**config.mk**
```make
export PLATFORM = sky130hd
export DESIGN_NAME = twi_frame_scheduler_flat
export DESIGN_NICKNAME = d
export VERILOG_FILES = /design/src/rtl/twi_frame_scheduler_if.sv /design/src/rtl/twi_frame_scheduler.sv /design/src/flat_wrapper.sv
export SDC_FILE = /design/constraint.sdc
export NUM_CORES = 1
export LEC_CHECK = 0
export CAP_MARGIN = 10
export CORE_MARGIN = 4
export CORE_UTILIZATION = 57
export CTS_BUF_LIST = sky130_fd_sc_hd__clkbuf_8
export DETAILED_ROUTE_END_ITERATION = 8
export MAX_ROUTING_LAYER = met4
export PLACE_DENSITY_LB_ADDON = 0.1
export SKIP_LAST_GASP = 1
export SLEW_MARGIN = 20
export SYNTH_ARGS = -nofsm -noshare
export SYNTH_HDL_FRONTEND = slang
export SYNTH_SLANG_ARGS = --single-unit
export TNS_END_PERCENT = 5
```
**constraint.sdc**
```tcl
create_clock -name clk -period 2.79 [get_ports clk]
set_input_delay 0.4185 -clock clk [delete_from_list [all_inputs] [get_ports clk]]
set_output_delay 0.4185 -clock clk [all_outputs]
set_load 0.01 [all_outputs]
```
**src/rtl/twi_frame_scheduler_if.sv**
```systemverilog
// rtl/twi_frame_scheduler_if.sv - sniffer/presenter handshake bundle for the TWI frame scheduler
interface twi_frame_scheduler_if;
    logic [17:0] frame_in;
    logic        frame_valid;
    logic [17:0] frame_out;
    logic        new_data_ready;
    logic        TX_available;

    modport master (
        input  frame_in,
        input  frame_valid,
        input  TX_available,
        output frame_out,
        output new_data_ready
    );

    modport slave (
        output frame_in,
        output frame_valid,
        output TX_available,
        input  frame_out,
        input  new_data_ready
    );
endinterface

```
**src/rtl/twi_frame_scheduler.sv**
```systemverilog
// rtl/twi_frame_scheduler.sv - FIFO-buffered TWI frame sequencer for the UART frame presenter
// Frames are queued on strobe and issued one at a time; overflow drops are counted.
module twi_frame_scheduler #(
    parameter int DEPTH = 4,
    parameter int CNT_W = 8
) (
    input  logic                     clk,
    input  logic                     rst_n,
    input  logic                     enable,
    input  logic                     clear_stats,
    twi_frame_scheduler_if.master    bus,
    output logic [$clog2(DEPTH):0]   fifo_count,
    output logic                     fifo_full,
    output logic                     fifo_empty,
    output logic [CNT_W-1:0]         overflow_count
);
    localparam int AW = $clog2(DEPTH);
    localparam int CW = AW + 1;

    typedef enum logic [1:0] {
        IDLE      = 2'd0,
        ISSUE     = 2'd1,
        WAIT_DONE = 2'd2
    } state_t;

    state_t            state_q, state_d;
    logic [17:0]       mem_q [DEPTH];
    logic [AW-1:0]     wr_ptr_q, rd_ptr_q;
    logic [CW-1:0]     count_q;
    logic [17:0]       frame_q;
    logic [CNT_W-1:0]  ovf_q;

    logic full, empty, pop, push, drop;

    assign full  = (count_q == CW'(DEPTH));
    assign empty = (count_q == '0);

    always_comb begin
        state_d = state_q;
        pop     = 1'b0;
        if (enable) begin
            case (state_q)
                IDLE: begin
                    if (!empty && bus.TX_available) begin
                        pop     = 1'b1;
                        state_d = ISSUE;
                    end
                end
                ISSUE: begin
                    if (!bus.TX_available) state_d = WAIT_DONE;
                end
                WAIT_DONE: begin
                    if (bus.TX_available) state_d = IDLE;
                end
                default: state_d = IDLE;
            endcase
        end
    end

    // A pop frees a slot on the same edge, so a full FIFO can still accept.
    assign push = bus.frame_valid && (!full || pop);
    assign drop = bus.frame_valid && full && !pop;

    always_ff @(posedge clk or negedge rst_n) begin
        if (!rst_n) begin
            state_q  <= IDLE;
            wr_ptr_q <= '0;
            rd_ptr_q <= '0;
            count_q  <= '0;
            frame_q  <= '0;
            ovf_q    <= '0;
        end else begin
            state_q <= state_d;
            if (push) wr_ptr_q <= wr_ptr_q + AW'(1);
            if (pop) begin
                rd_ptr_q <= rd_ptr_q + AW'(1);
                frame_q  <= mem_q[rd_ptr_q];
            end
            case ({push, pop})
                2'b10:   count_q <= count_q + CW'(1);
                2'b01:   count_q <= count_q - CW'(1);
                default: count_q <= count_q;
            endcase
            if (clear_stats) begin
                ovf_q <= '0;
            end else if (drop && (ovf_q != '1)) begin
                ovf_q <= ovf_q + CNT_W'(1);
            end
        end
    end

    // Storage needs no reset; occupancy is tracked entirely by the pointers and count.
    always_ff @(posedge clk) begin
        if (push) mem_q[wr_ptr_q] <= bus.frame_in;
    end

    assign bus.frame_out      = frame_q;
    assign bus.new_data_ready = (state_q == ISSUE);
    assign fifo_count         = count_q;
    assign fifo_full          = full;
    assign fifo_empty         = empty;
    assign overflow_count     = ovf_q;
endmodule

```
**src/flat_wrapper.sv**
```systemverilog
// flat-port wrapper written by rule: the top's interface ports become plain ports
module twi_frame_scheduler_flat 
#(
    parameter int DEPTH = 4,
    parameter int CNT_W = 8
)
  (clk, rst_n, enable, clear_stats, fifo_count, fifo_full, fifo_empty, overflow_count, bus_frame_in, bus_frame_valid, bus_TX_available, bus_frame_out, bus_new_data_ready);
  twi_frame_scheduler_if bus_i ();
  input  logic clk;
  input  logic rst_n;
  input  logic enable;
  input  logic clear_stats;
  output logic [$clog2(DEPTH):0] fifo_count;
  output logic fifo_full;
  output logic fifo_empty;
  output logic [CNT_W-1:0] overflow_count;
  input wire logic [$bits(bus_i.frame_in)-1:0] bus_frame_in;
  input wire logic [$bits(bus_i.frame_valid)-1:0] bus_frame_valid;
  input wire logic [$bits(bus_i.TX_available)-1:0] bus_TX_available;
  output wire logic [$bits(bus_i.frame_out)-1:0] bus_frame_out;
  output wire logic [$bits(bus_i.new_data_ready)-1:0] bus_new_data_ready;
  assign bus_i.frame_in = bus_frame_in;
  assign bus_i.frame_valid = bus_frame_valid;
  assign bus_i.TX_available = bus_TX_available;
  assign bus_frame_out = bus_i.frame_out;
  assign bus_new_data_ready = bus_i.new_data_ready;
  twi_frame_scheduler #(.DEPTH(DEPTH), .CNT_W(CNT_W)) u_core (.clk(clk), .rst_n(rst_n), .enable(enable), .clear_stats(clear_stats), .bus(bus_i), .fifo_count(fifo_count), .fifo_full(fifo_full), .fifo_empty(fifo_empty), .overflow_count(overflow_count));
endmodule
```
# Word-level counts from Yosys, hierarchy flattened
# Memories as Yosys holds them, arrays and structs flattened. A register that Yosys moved wholly into a read port is not among the register bits.
# Index checks and enable logic that the tools add are counted.
totals:
  ram_bits: 72
  ff_bits: 17
  inputBits: 24
  out_inout_bits: 32
  memories: 1
  word_cells: 47
mem_list:
  columns: ["memory", "depth", "width", "read_ports", "rd_clocked_by_memory_dff", "wr", "line_no", "text"]
  rows:
  - ["u_core.mem_q", 4, 18, 1, 1, 1, "twi_frame_scheduler.sv:27", "logic [17:0] mem_q [DEPTH];"]
op_classes:
  n_reduce_logical: 15
  mux: 12
  add_sub_neg: 5
  n_eq_ne: 9
op_table:
  columns: ["operator", "n"]
  rows:
  - ["two-way mux 8 bit", 2]
  - ["adder 8 x 1 -> 8 bit, second input constant", 1]
  - ["inequality test 8 bit, second input constant", 1]
  - ["two-way mux 2 bit", 3]
  - ["case mux 2 bit (3 select lines)", 1]
  - ["case mux 3 bit (2 select lines)", 1]
  - ["logical AND 1 bit", 5]
  - ["two-way mux 1 bit", 5]
  - ["adder 2 x 1 -> 2 bit, second input constant", 2]
  - ["equality test 2 x 1 -> 1 bit, second input constant", 2]
  - ["equality test 2 bit, second input constant", 2]
  - ["logical NOT 1 bit", 4]
  - ["inequality test 2 bit, second input constant", 2]
  - ["AND reduction 4 bit", 1]
  - ["nonzero test 2 bit", 2]
  - ["adder 3 x 1 -> 3 bit, second input constant", 1]
  - ["equality test 3 bit, second input constant", 1]
  - ["logical NOT 3 bit", 1]
  - ["subtractor 3 x 1 -> 3 bit, second input constant", 1]
  - ["logical NOT 2 bit", 1]
  - ["inequality test 2 x 1 -> 1 bit, second input constant", 1]
  - ["logical OR 1 bit", 1]

# Logic depth before layout (Yosys ltp)
# Gate-level depths: netlist of the first run.
depth:
  ltp_word: 11
  mapped_depth: 10
  ltp_nobuf: 10

# Worst setup path before layout of the first run
# Ideal clock, no wire load.
synth_timing:
  path_type: "reg-to-reg"
  startpoint: "register u_core.count_q[0] (netlist: u_core.fifo_count[0])"
  endpoint: "register u_core.count_q[2] (netlist: u_core.fifo_count[2])"
  t_required_ns: 2.711
  setup_ns: 0.079
  path_stages_with_launch: 11
  slack_ns: 0.615
  period_less_slack_ns: 2.175
  path_buffers: 0
  arrival_ns: 2.096
  cell_sequence: "dfrtp_1 nor3b_4 nand2_1 and2_1 inv_1 ha_1 inv_1 fa_1 xor2_1 nor2_1 xor2_1"
synth_via:
  word_cells_on_any_way: 16
  classes_between: "add/sub: 2; eq/ne: 3; mux: 4; reduce/logical: 7"
synth_rtl:
  columns: ["item", "line_no", "text"]
  rows:
  - ["start: declaration", "twi_frame_scheduler.sv:29", "logic [CW-1:0] count_q;"]
  - ["start signal: assignment", "twi_frame_scheduler.sv:80", "2'b10: count_q <= count_q + CW'(1);"]
  - ["start signal: assignment", "twi_frame_scheduler.sv:81", "2'b01: count_q <= count_q - CW'(1);"]
  - ["start signal: assignment", "twi_frame_scheduler.sv:82", "default: count_q <= count_q;"]
  - ["equality test 3 bit *", "twi_frame_scheduler.sv:35", "assign full = (count_q == CW'(DEPTH));"]
  - ["net fifo_full", "flat_wrapper.sv:14", "output logic fifo_full;"]
  - ["logical NOT 1 bit *", "twi_frame_scheduler.sv:61", "assign push = bus.frame_valid && (!full || pop);"]
  - ["logical OR 1 bit *", "twi_frame_scheduler.sv:61", null]
  - ["logical AND 1 bit *", "twi_frame_scheduler.sv:61", null]
  - ["equality test 2 x 1 -> 1 bit or equality test 2 bit (tied branches)", "twi_frame_scheduler.sv:79", "case ({push, pop})"]
  - ["case mux 3 bit (2 select lines) or nonzero test 2 bit (tied branches)", null, null]
# Mark *: on every way through the listed nets, which the timed path passes. The rest lies on a longest branch.
# A chain may end at the register's enable or synchronous reset.

# Worst setup path in the final report of the first run
layout_timing:
  startpoint: "register u_core.count_q[0] (netlist: u_core.fifo_count[0])"
  endpoint: "register u_core.count_q[2] (netlist: u_core.fifo_count[2])"
layout_via:
  elab_chain_cells: 10
  word_cells_on_any_way: 16
  classes_between: "add/sub: 2; eq/ne: 3; mux: 4; reduce/logical: 7"
layout_rtl:
  columns: ["item", "line_no", "text"]
  rows:
  - ["logical NOT 3 bit", "twi_frame_scheduler.sv:36", "assign empty = (count_q == '0);"]
  - ["logical NOT 1 bit", "twi_frame_scheduler.sv:44", "if (!empty && bus.TX_available) begin"]
  - ["logical AND 1 bit", "twi_frame_scheduler.sv:44", null]
  - ["two-way mux 1 bit", "twi_frame_scheduler.sv:44", null]
  - ["two-way mux 1 bit", "twi_frame_scheduler.sv:42", "case (state_q)"]
  - ["two-way mux 1 bit", "twi_frame_scheduler.sv:41", "if (enable) begin"]
  - ["logical OR 1 bit", "twi_frame_scheduler.sv:61", null]
  - ["logical AND 1 bit", "twi_frame_scheduler.sv:61", null]
  - ["equality test 2 x 1 -> 1 bit or equality test 2 bit (tied branches)", "twi_frame_scheduler.sv:79", null]
  - ["case mux 3 bit (2 select lines) or nonzero test 2 bit (tied branches)", null, null]
# Parallel ways exist; a longest one is shown, timed or not.

==> run_results.csv, run 1 <==
group,metric,value,unit
detailed_routing,drc,0,
setup_path,cp-end-kind,"register",
die,fp.dieH,94.3,um
power_and_ir_drop,p_int,3450,uW
clock_network,htree_num_levels,3,
cells_and_area,mostFrequentLayoutCells,"72 x edfxtp_1, 54 x clkdlybuf4s50_1, 35 x dfrtp_1, 20 x mux2_2, 18 x mux4_2",
clock_network,hold_buffers,0,
clock_network,worstSkewPairLatency,0.35,ns
setup_path,arrival,2.57,ns
power_and_ir_drop,power.share.clock,19.4,%
detailed_routing,viasPerCell,5.55,
detailed_routing,drtPass1Iterations,4,
die,row_count,31,
logic_synthesis,syn-num-nets,262,
clock_network,numCtsBuffers,9,
logic_synthesis,syn-cell-area,4250,sq um
cells_and_area,stdcell_area,5180,sq um
grt,overflow,0,
logic_synthesis,ys.flop_type,"edfxtp_1",
placement,portBuffers,55,
setup_path,cp_max_fo,5,
setup_path,critical_path_class,"register to register",
logic_synthesis,synth_top_cell_area_share,50.9,%
die,io_pins,56,
power_and_ir_drop,switching_power,1340,uW
cells_and_area,fin_cells,406,
timing,setup_viol,0,
detailed_routing,vias,2253,
logic_synthesis,syn_avg_cell_area,18.4,sq um
timing,worst_pin_slew,0.844,ns
timing,skew,0.0123,ns
logic_synthesis,async_flop_share,32.7,%
logic_synthesis,synth_seq_cells,107,
grt,grt.total_usage,18.3,%
timing,worst_hold_slack,0.156,ns
die,die_w,94.3,um
logic_synthesis,synthCells,231,
setup_path,cp.required,3.07,ns
grt,grt_antenna_before_repair,0,
placement,placed_area,4970,sq um
setup_path,regToRegSetupSlack,0.50,ns
logic_synthesis,synth.area.top_cells,"edfxtp_1 51%, dfrtp_1 21%, mux4_2 9.5%",
cells_and_area,mostFrequentLayoutCell,"edfxtp_1",
setup_path,crit_path_start,"u_core.fifo_count[0]",
power_and_ir_drop,irDropWorstVdd,0.000510,V
clock_network,cts_tree,"yes",
clock_network,clk_pin_slew_worst_paths,0.10,ns
placement,dpl.hpwl,4840,um
cells_and_area,fin_nets,333,
timing,fin_crit_sh,82.0,%
logic_synthesis,synth_top_area_cell,"edfxtp_1",
logic_synthesis,synth_edf_count,72,
die,die_area,8900,sq um
clock_network,cts_setup_buffers,0,
setup_path,slowest_stage,"dfrtp_1",
cells_and_area,area_growth,21.8,%
cells_and_area,regArea,3040,sq um
timing,fin_setup_tns,0,ns
cells_and_area,n_fill_cell,499,
hold_path,hold_path.class,"input pin to async pin",
power_and_ir_drop,power_leakage,0.00188,uW
clock_network,cts_root_buf,"clkbuf_8",
setup_path,cpPeakStageDelay,0.47,ns
cells_and_area,multi_input_area,1130,sq um
die,start_util,58.6,%
logic_synthesis,ys_seq_area_share,71.5,%
timing,rsz0062_at_grt,"false",
detailed_routing,drt_iter0_drc,94,
clock_network,cts_sinks,107,
power_and_ir_drop,seqPwrFrac,48.6,%
run,max_cap_viol_count,0,
grt,grt_pass1_vias,2341,
grt,grt_pass1_wl,11700,um
die,coreArea,7250,sq um
clock_network,cts_buffer_depth,2,
timing,slew_headroom,43.8,%
setup_path,rr_worst_depth,10,
timing,slew_violations,0,
setup_path,cp-start-kind,"register",
cells_and_area,drive_above_1_share,23.5,%
setup_path,crit_chain,"nor3b_4, nand2_1, and2_1, inv_1, ha_1, inv_1, fa_1, xor2_1, nor2_1, xor2_1",
power_and_ir_drop,netSwitchingFraction,27.9,%
cells_and_area,diodes,0,
clock_network,cts_resized,0,
detailed_routing,drt_wl_total,7080,um
setup_path,crit_end,"u_core.fifo_count[2]",
power_and_ir_drop,powerDensity,925,nW/um^2
setup_path,r2r_start,"u_core.fifo_count[0]",
timing,fmax,0.437,GHz
grt,grt_max_degree,36,
logic_synthesis,ys_types,38,
setup_path,r2r-end,"u_core.fifo_count[2]",
detailed_routing,wire_per_inst,17.4,um
power_and_ir_drop,combPwrFrac,32.0,%
timing,finalHoldViolations,0,
logic_synthesis,synth_warnings,0,
placement,dpl.cell_count,390,
placement,gp_congestion,0.790,
detailed_routing,ant_nets,0,
timing,period_needed,2.29,ns
run_status,status,"finished, final reports clean",
cell type report:
type                            count  area share [%]
Sequential cell                   107            58.7
Timing Repair Buffer               68            12.4
Clock inverter                      6            1.26
Tap cell                           99            2.39
Inverter                           10           0.725
Multi-Input combinational cell    106            21.9
Clock buffer                       10            2.66
power groups by stage:
stage | clock network [uW] | logic (uW) | registers [uW]
final | 929 | 1530 | 2330
after global routing | 1040 | 1670 | 2380
after CTS | 961 | 1570 | 2340
after detailed placement | 0 | 1570 | 2370
after global placement | 0 | 1540 | 2350
after floorplan | 0 | 853 | 2380
layer usage:
layer	part of all wire [%]	vias to the layer above	GRT usage, %
met1	43	1151	24.4
met5	0	-	-
met3	4.0	9	2.87
met4	1.4	0	6.98
met2	51	55	29.0
li1	-	1038	-
synth_stat cells (all sizes together), types with 3 or more instances:
cell    count
edfxtp     72
dfrtp      35
mux2       20
mux4       18
inv        10
buf         7
a21oi       6
and3        6
ha          6
nand3       5
nand2       4
nor2        4
nor3        4
o21ai       4
nor2b       3
o31ai       3
or4         3
xnor2       3
xor2        3
stage by stage:
stage | power, uW | util (%) | setup slack (ns)
global route | 5090 | 71.4 | 0.333
floorplan | 3230 | - | 0.615
finish | 4790 | 71.4 | 0.502
detailed placement | 3940 | 68.6 | 0.228
global placement | 3890 | 68.6 | 0.299
CTS | 4870 | 71.4 | 0.491
state kept, by name, indices dropped and copies added (netlist names):
signal / cells
u_core.overflow_count: 8
u_core.wr_ptr_q: 2
u_core.mem_q: 72
u_core.bus.frame_out: 18
u_core.fifo_count: 3
u_core.state_q: 2
u_core.rd_ptr_q: 2
how the worst min path moves through the flow:
stage                                 start                      end  slack (ns)
floorplan                             rst_n  u_core.bus.frame_out[0]        0.12
global placement    u_core.bus.frame_out[3]  u_core.bus.frame_out[3]        0.49
detailed placement  u_core.bus.frame_out[9]  u_core.bus.frame_out[9]        0.49
CTS                                   rst_n  u_core.bus.frame_out[1]        0.18
global route                          rst_n  u_core.bus.frame_out[2]        0.20
finish                                rst_n  u_core.bus.frame_out[2]        0.16
worst max-delay path, delay by kind of cell, from the launching register on:
| family | cells | cell delay (ns) |
|---|---|---|
| XOR/XNOR | 2 | 0.31 |
| adder cells (fa/ha/maj) | 2 | 0.56 |
| buffers and inverters | 2 | 0.13 |
| AND/OR/NAND/NOR | 4 | 0.75 |
| flip-flops | 1 | 0.47 |
cell families (layout without fill, tap and decap cells):
logic type / Yosys count / count (layout) / synth area share (%)
simple gates: 37 / 37 / 5.48
buf+inv: 18 / 94 / 1.91
xor+xnor: 6 / 6 / 1.24
compound gates: 17 / 17 / 2.56
fa+ha+maj: 7 / 7 / 2.24
mux: 39 / 39 / 15.1
flops: 107 / 107 / 71.5
No activity file was read; power rests on OpenSTA's default activity.
==> run 2: changes to the inputs <==
==> constraint.sdc (replaced) <==
create_clock -name clk -period 2.3 [get_ports clk]
set_input_delay 0.345 -clock clk [delete_from_list [all_inputs] [get_ports clk]]
set_output_delay 0.345 -clock clk [all_outputs]
set_load 0.01 [all_outputs]
==> run 2 against run 1 <==
Routed wire length up 1.4%. Via count up 1.0%. Global-route usage up 0.20 points. First-iteration DRC count up 15%. Largest cell class unchanged. Die area unchanged. Power up 24%. Clock-buffer cell count down 1. Register-to-register slack worse by 0.38 ns. Cell count up 1.2%. Sequential share of layout area down 1.1 points. Sequential cell count unchanged.
==> run_results.csv, run 2 (synthesis gave the netlist of run 1 again) <==
group,metric,value,unit
run_status,status,"finished, final reports clean",
clock_network,cts_sinks,107,
setup_path,regToRegSetupSlack,0.12,ns
setup_path,r2r_start,"u_core.fifo_count[0]",
cells_and_area,fin_cells,411,
clock_network,clk_pin_slew_worst_paths,0.11,ns
cells_and_area,largest_register,"u_core.mem_q",
die,die_w,94.3,um
power_and_ir_drop,seqPwrFrac,47.0,%
grt,grt_pass1_vias,2384,
power_and_ir_drop,p_int,4250,uW
timing,skew,0.0136,ns
cells_and_area,stdcell_area,5280,sq um
die,coreArea,7250,sq um
cells_and_area,n_fill_cell,482,
setup_path,crit_end,"u_core.fifo_count[2]",
setup_path,arrival,2.47,ns
placement,dpl.hpwl,4790,um
timing,slew_headroom,44.8,%
power_and_ir_drop,power.share.clock,19.6,%
timing,period_needed,2.18,ns
grt,overflow,0,
clock_network,htree_num_levels,3,
power_and_ir_drop,combPwrFrac,33.4,%
timing,worst_pin_slew,0.828,ns
die,start_util,58.6,%
detailed_routing,wire_per_inst,17.5,um
clock_network,cts_root_buf,"clkbuf_8",
power_and_ir_drop,power_leakage,0.00193,uW
detailed_routing,ant_nets,0,
placement,placed_area,5050,sq um
setup_path,crit_path_start,"u_core.fifo_count[0]",
cells_and_area,drive_above_1_share,25.0,%
run,max_cap_viol_count,0,
clock_network,hold_buffers,0,
placement,dpl.cell_count,394,
cells_and_area,mostFrequentLayoutCells,"72 x edfxtp_1, 54 x clkdlybuf4s50_1, 35 x dfrtp_1, 20 x mux2_2, 18 x mux4_2",
grt,grt_pass1_wl,11800,um
cells_and_area,area_growth,24.2,%
cells_and_area,largest_register_ffs,72,
timing,slew_violations,0,
detailed_routing,viasPerCell,5.54,
detailed_routing,drtPass1Iterations,4,
grt,grt_max_degree,36,
detailed_routing,drc,0,
setup_path,slowest_stage,"dfrtp_1",
setup_path,critical_path_class,"register to register",
die,fp.dieH,94.3,um
power_and_ir_drop,irDropWorstVdd,0.000704,V
placement,gp_congestion,0.830,
cells_and_area,regArea,3040,sq um
clock_network,numCtsBuffers,9,
timing,setup_viol,0,
cells_and_area,mostFrequentLayoutCell,"edfxtp_1",
setup_path,cp-start-kind,"register",
power_and_ir_drop,netSwitchingFraction,28.6,%
hold_path,hold_path.class,"input pin to async pin",
setup_path,cp_max_fo,5,
grt,grt.total_usage,18.5,%
power_and_ir_drop,powerDensity,1130,nW/um^2
cells_and_area,diodes,0,
timing,fin_crit_sh,94.9,%
die,die_area,8900,sq um
timing,worst_hold_slack,0.0737,ns
die,row_count,31,
detailed_routing,drt_wl_total,7180,um
setup_path,r2r-end,"u_core.fifo_count[2]",
setup_path,crit_chain,"nor3b_4, nand2_1, and2_1, inv_1, ha_1, inv_1, fa_1, xor2_1, nor2_1, xor2_1",
clock_network,cts_tree,"yes",
die,io_pins,56,
setup_path,cp-end-kind,"register",
timing,finalHoldViolations,0,
clock_network,cts_buffer_depth,2,
detailed_routing,vias,2276,
setup_path,cpPeakStageDelay,0.47,ns
cells_and_area,fin_nets,338,
detailed_routing,drt_iter0_drc,108,
timing,fmax,0.458,GHz
setup_path,cp.required,2.58,ns
cells_and_area,multi_input_area,1140,sq um
placement,portBuffers,55,
setup_path,rr_worst_depth,10,
grt,grt_antenna_before_repair,0,
clock_network,worstSkewPairLatency,0.36,ns
timing,rsz0062_at_grt,"true",
power_and_ir_drop,switching_power,1700,uW
[run 2: worst min path at each step]
| stage | from | end | slack (ns) | depth (start not counted) |
|---|---|---|---|---|
| 4_1_cts | rst_n | u_core.bus.frame_out[6] | 0.09 | 1 |
| 6_report | rst_n | u_core.bus.frame_out[6] | 0.07 | 1 |
| 3_3_place_gp | rst_n | u_core.bus.frame_out[1] | 0.49 | 1 |
| 5_1_grt | rst_n | u_core.bus.frame_out[5] | 0.12 | 1 |
| 3_5_place_dp | rst_n | u_core.bus.frame_out[2] | 0.50 | 1 |
| 2_1_floorplan | rst_n | u_core.bus.frame_out[0] | 0.05 | 0 |
[run 2: area by class of cell]
cell class	count	share of cell area, %
clock buffer	9	2.35
clock inverter	7	1.64
inverter	10	0.711
multi-input combinational	106	21.6
sequential	107	57.6
tap	99	2.35
timing repair buffer	73	13.8
[run 2: critical path, delay by kind of cell (launching register included)]
family / cells / cell delay, ns
flip-flops: 1 / 0.47
buffers and inverters: 2 / 0.11
adder cells (fa/ha/maj): 2 / 0.54
XOR/XNOR: 2 / 0.31
AND/OR/NAND/NOR: 4 / 0.67
[run 2: layer usage]
layer	track usage, %	vias up	share of wire [%]
met5	-	-	0
met4	6.86	0	1.2
met3	3.67	8	4.2
met2	31.6	50	53
met1	22.0	1167	42
li1	-	1051	-
[run 2: timing repair]
| item | CTS | global route |
|---|---|---|
| gates resized for setup | 0 | 1 |
| buffers inserted | 0 | 1 |
| endpoints found under the hold margin | 0 | 0 |
| setup endpoints to repair | 0 | 2 |
[run 2: metrics by stage]
stage	setup slack [ns]	utilization, %	TNS [ns]	power, uW
5_1_grt	-0.0176	72.8	-0.0176	6290
4_1_cts	0.0379	72.6	0	6030
3_5_place_dp	-0.111	69.7	-0.111	4860
2_1_floorplan	0.125	-	0	3920
6_report	0.117	72.8	0	5960
3_3_place_gp	-0.00473	69.7	-0.00473	4780
[run 2: power by group through the flow]
stage | clock (uW) | combinational (uW) | sequential, uW
after detailed placement | 0 | 2020 | 2840
after global routing | 1280 | 2150 | 2860
after floorplan | 0 | 1030 | 2880
after global placement | 0 | 1970 | 2820
after CTS | 1210 | 2020 | 2800
final | 1170 | 1990 | 2800
==> run 3: changes to the inputs <==
--- a/config.mk
+++ b/config.mk
@@ -6,8 +6,9 @@
 export NUM_CORES = 1
 export LEC_CHECK = 0
 export CAP_MARGIN = 10
+export CORE_ASPECT_RATIO = 0.8
 export CORE_MARGIN = 4
-export CORE_UTILIZATION = 57
+export CORE_UTILIZATION = 45
 export CTS_BUF_LIST = sky130_fd_sc_hd__clkbuf_8
 export DETAILED_ROUTE_END_ITERATION = 8
 export MAX_ROUTING_LAYER = met4
==> run 3 against run 2 <==
Worst setup slack better by 0.013 ns. Cell count is 3.2% higher. Cell area about the same. Sequential power about the same. Clock skew shrank 0.0017 ns. Power is 0.18% higher. Critical endpoint unchanged. Largest cell class unchanged.
==> run_results.csv, run 3 (synthesis gave the netlist of run 1 again) <==
group,metric,value,unit
detailed_routing,drc,0,
cells_and_area,drive_above_1_share,24.3,%
placement,place_ws,-0.0799,ns
placement,gp_congestion,0.761,
die,io_pins,56,
detailed_routing,wl_met3,329,um
die,coreArea,9110,sq um
detailed_routing,drt_iter0_drc,99,
detailed_routing,vias,2209,
clock_network,numCtsBuffers,9,
timing,fin_crit_sh,94.4,%
detailed_routing,viasPerCell,5.21,
timing,fmax,0.461,GHz
grt,grt_antenna_before_repair,0,
grt,grt_pass1_wl,12000,um
run,max_cap_viol_count,0,
detailed_routing,wl_met2,3630,um
setup_path,cp.required,2.60,ns
grt,overflow,0,
setup_path,cp-start-kind,"register",
cells_and_area,regArea,3040,sq um
hold_path,hold_path.class,"input pin to async pin",
setup_path,slowest_stage,"dfrtp_1",
placement,dpl.hpwl,4790,um
clock_network,cts_sinks,107,
clock_network,cts_buffer_depth,2,
timing,finalHoldViolations,0,
cells_and_area,largest_register,"u_core.mem_q",
detailed_routing,drt_wl_total,7390,um
die,row_count,31,
cells_and_area,fin_nets,335,
detailed_routing,top_layer,"met4",
die,die_w,117,um
timing,slew_violations,0,
clock_network,worstSkewPairLatency,0.37,ns
clock_network,htree_num_levels,3,
grt,grt_max_degree,36,
timing,worst_slack,0.129,ns
grt,grt_pass1_vias,2322,
timing,setup_viol,0,
die,fp.dieH,94.9,um
cells_and_area,mostFrequentLayoutCells,"72 x edfxtp_1, 54 x clkdlybuf4s50_1, 35 x dfrtp_1, 20 x mux2_2, 18 x mux4_2",
cells_and_area,multi_input_area,1140,sq um
placement,portBuffers,55,
timing,worst_pin_slew,0.854,ns
grt,grt.total_usage,15.2,%
placement,dpl.cell_count,408,
cells_and_area,area_growth,24.3,%
timing,slew_headroom,43.1,%
setup_path,cp-end-kind,"register",
detailed_routing,ant_nets,0,
setup_path,critical_path_class,"register to register",
setup_path,critPathTopFamily,"simple AND/OR/NAND/NOR gates",
cells_and_area,mostFrequentLayoutCell,"edfxtp_1",
timing,skew,0.0119,ns
setup_path,arrival,2.47,ns
clock_network,cts_setup_buffers,0,
cells_and_area,n_fill_cell,704,
clock_network,cts_tree,"yes",
clock_network,cts_root_buf,"clkbuf_8",
detailed_routing,met1Wirelength,3340,um
power_and_ir_drop,powerDensity,1130,nW/um^2
setup_path,cp_max_fo,5,
cells_and_area,largest_register_ffs,72,
cells_and_area,fin_cells,424,
power_and_ir_drop,irDropWorstVdd,0.000605,V
setup_path,cpPeakStageDelay,0.47,ns
setup_path,crit_chain,"nor3b_4, nand2_1, and2_1, inv_1, ha_1, inv_1, fa_1, xor2_1, nor2_1, xor2_1",
die,start_util,46.6,%
run_status,status,"finished, final reports clean",
cells_and_area,diodes,0,
detailed_routing,wire_per_inst,17.4,um
detailed_routing,drtPass1Iterations,4,
clock_network,clk_pin_slew_worst_paths,0.10,ns
die,die_area,11100,sq um
timing,rsz0062_at_grt,"true",
timing,period_needed,2.17,ns
power_and_ir_drop,power_leakage,0.00191,uW
setup_path,crit_buf_inv,2,
==> run 3: changes by cell type in the layout (fill, tap and decap cells not counted) <==
cell | previous run | this run
buf_4 | 14 | 11
bufinv_16 | 1 | 2
clkinv_2 | 0 | 1
clkinv_8 | 1 | 0
clkinvlp_4 | 1 | 2
inv_6 | 2 | 1
inv_8 | 1 | 0
==> run 3: report_power, final <==
group | switching, uW | leakage, uW | internal [uW]
Combinational | 817 | 0.000711 | 1120
Sequential | 226 | 0.00109 | 2580
Clock | 614 | 0.000107 | 611
==> run 3: routing by layer <==
layer | track usage (%) | up-vias
met2 | 23.7 | 45
met3 | 4.16 | 9
met4 | 4.87 | 0
met5 | - | -
li1 | - | 1038
met1 | 19.6 | 1117
==> run 3: final cells by class <==
class / instances / area share [%]
clock inverters: 7 / 1.75
multi-input cells: 106 / 21.5
inverters: 10 / 0.711
flip-flops and latches: 107 / 57.5
well taps: 115 / 2.72
clock buffers: 9 / 2.35
repair buffers: 70 / 13.4
==> run 3: worst paths after layout <==
path                       depth (start not counted)  slack [ns]                       to                    start
setup / recovery                                  10        0.13     u_core.fifo_count[2]     u_core.fifo_count[0]
hold / removal                                     1        0.08  u_core.bus.frame_out[5]                    rst_n
setup reg to reg                                  10        0.13     u_core.fifo_count[2]     u_core.fifo_count[0]
hold reg to reg                                    1        0.51  u_core.bus.frame_out[2]  u_core.bus.frame_out[2]
max in group asynchronous                          1        1.68  u_core.bus.frame_out[7]                    rst_n
min in group clk                                   1        0.51  u_core.bus.frame_out[2]  u_core.bus.frame_out[2]
==> run 3: per-stage QoR <==
| stage | util, % | TNS (ns) | hold slack, ns | power, uW | cell area (sq um) |
|---|---|---|---|---|---|
| floorplan | - | 0 | 0.0494 | 3920 | 4250 |
| global placement | 55.5 | -0.00833 | 0.490 | 4770 | 5060 |
| detailed placement | 55.5 | -0.0799 | 0.495 | 4830 | 5060 |
| CTS | 57.9 | 0 | 0.107 | 6060 | 5280 |
| global route | 57.9 | -0.0263 | 0.135 | 6330 | 5280 |
| finish | 57.9 | 0 | 0.0801 | 5970 | 5280 |
==> run 3: what timing repair did <==
action,CTS,global route
endpoints found under the setup margin,0,2
resized for setup,0,1
hold buffers,0,0
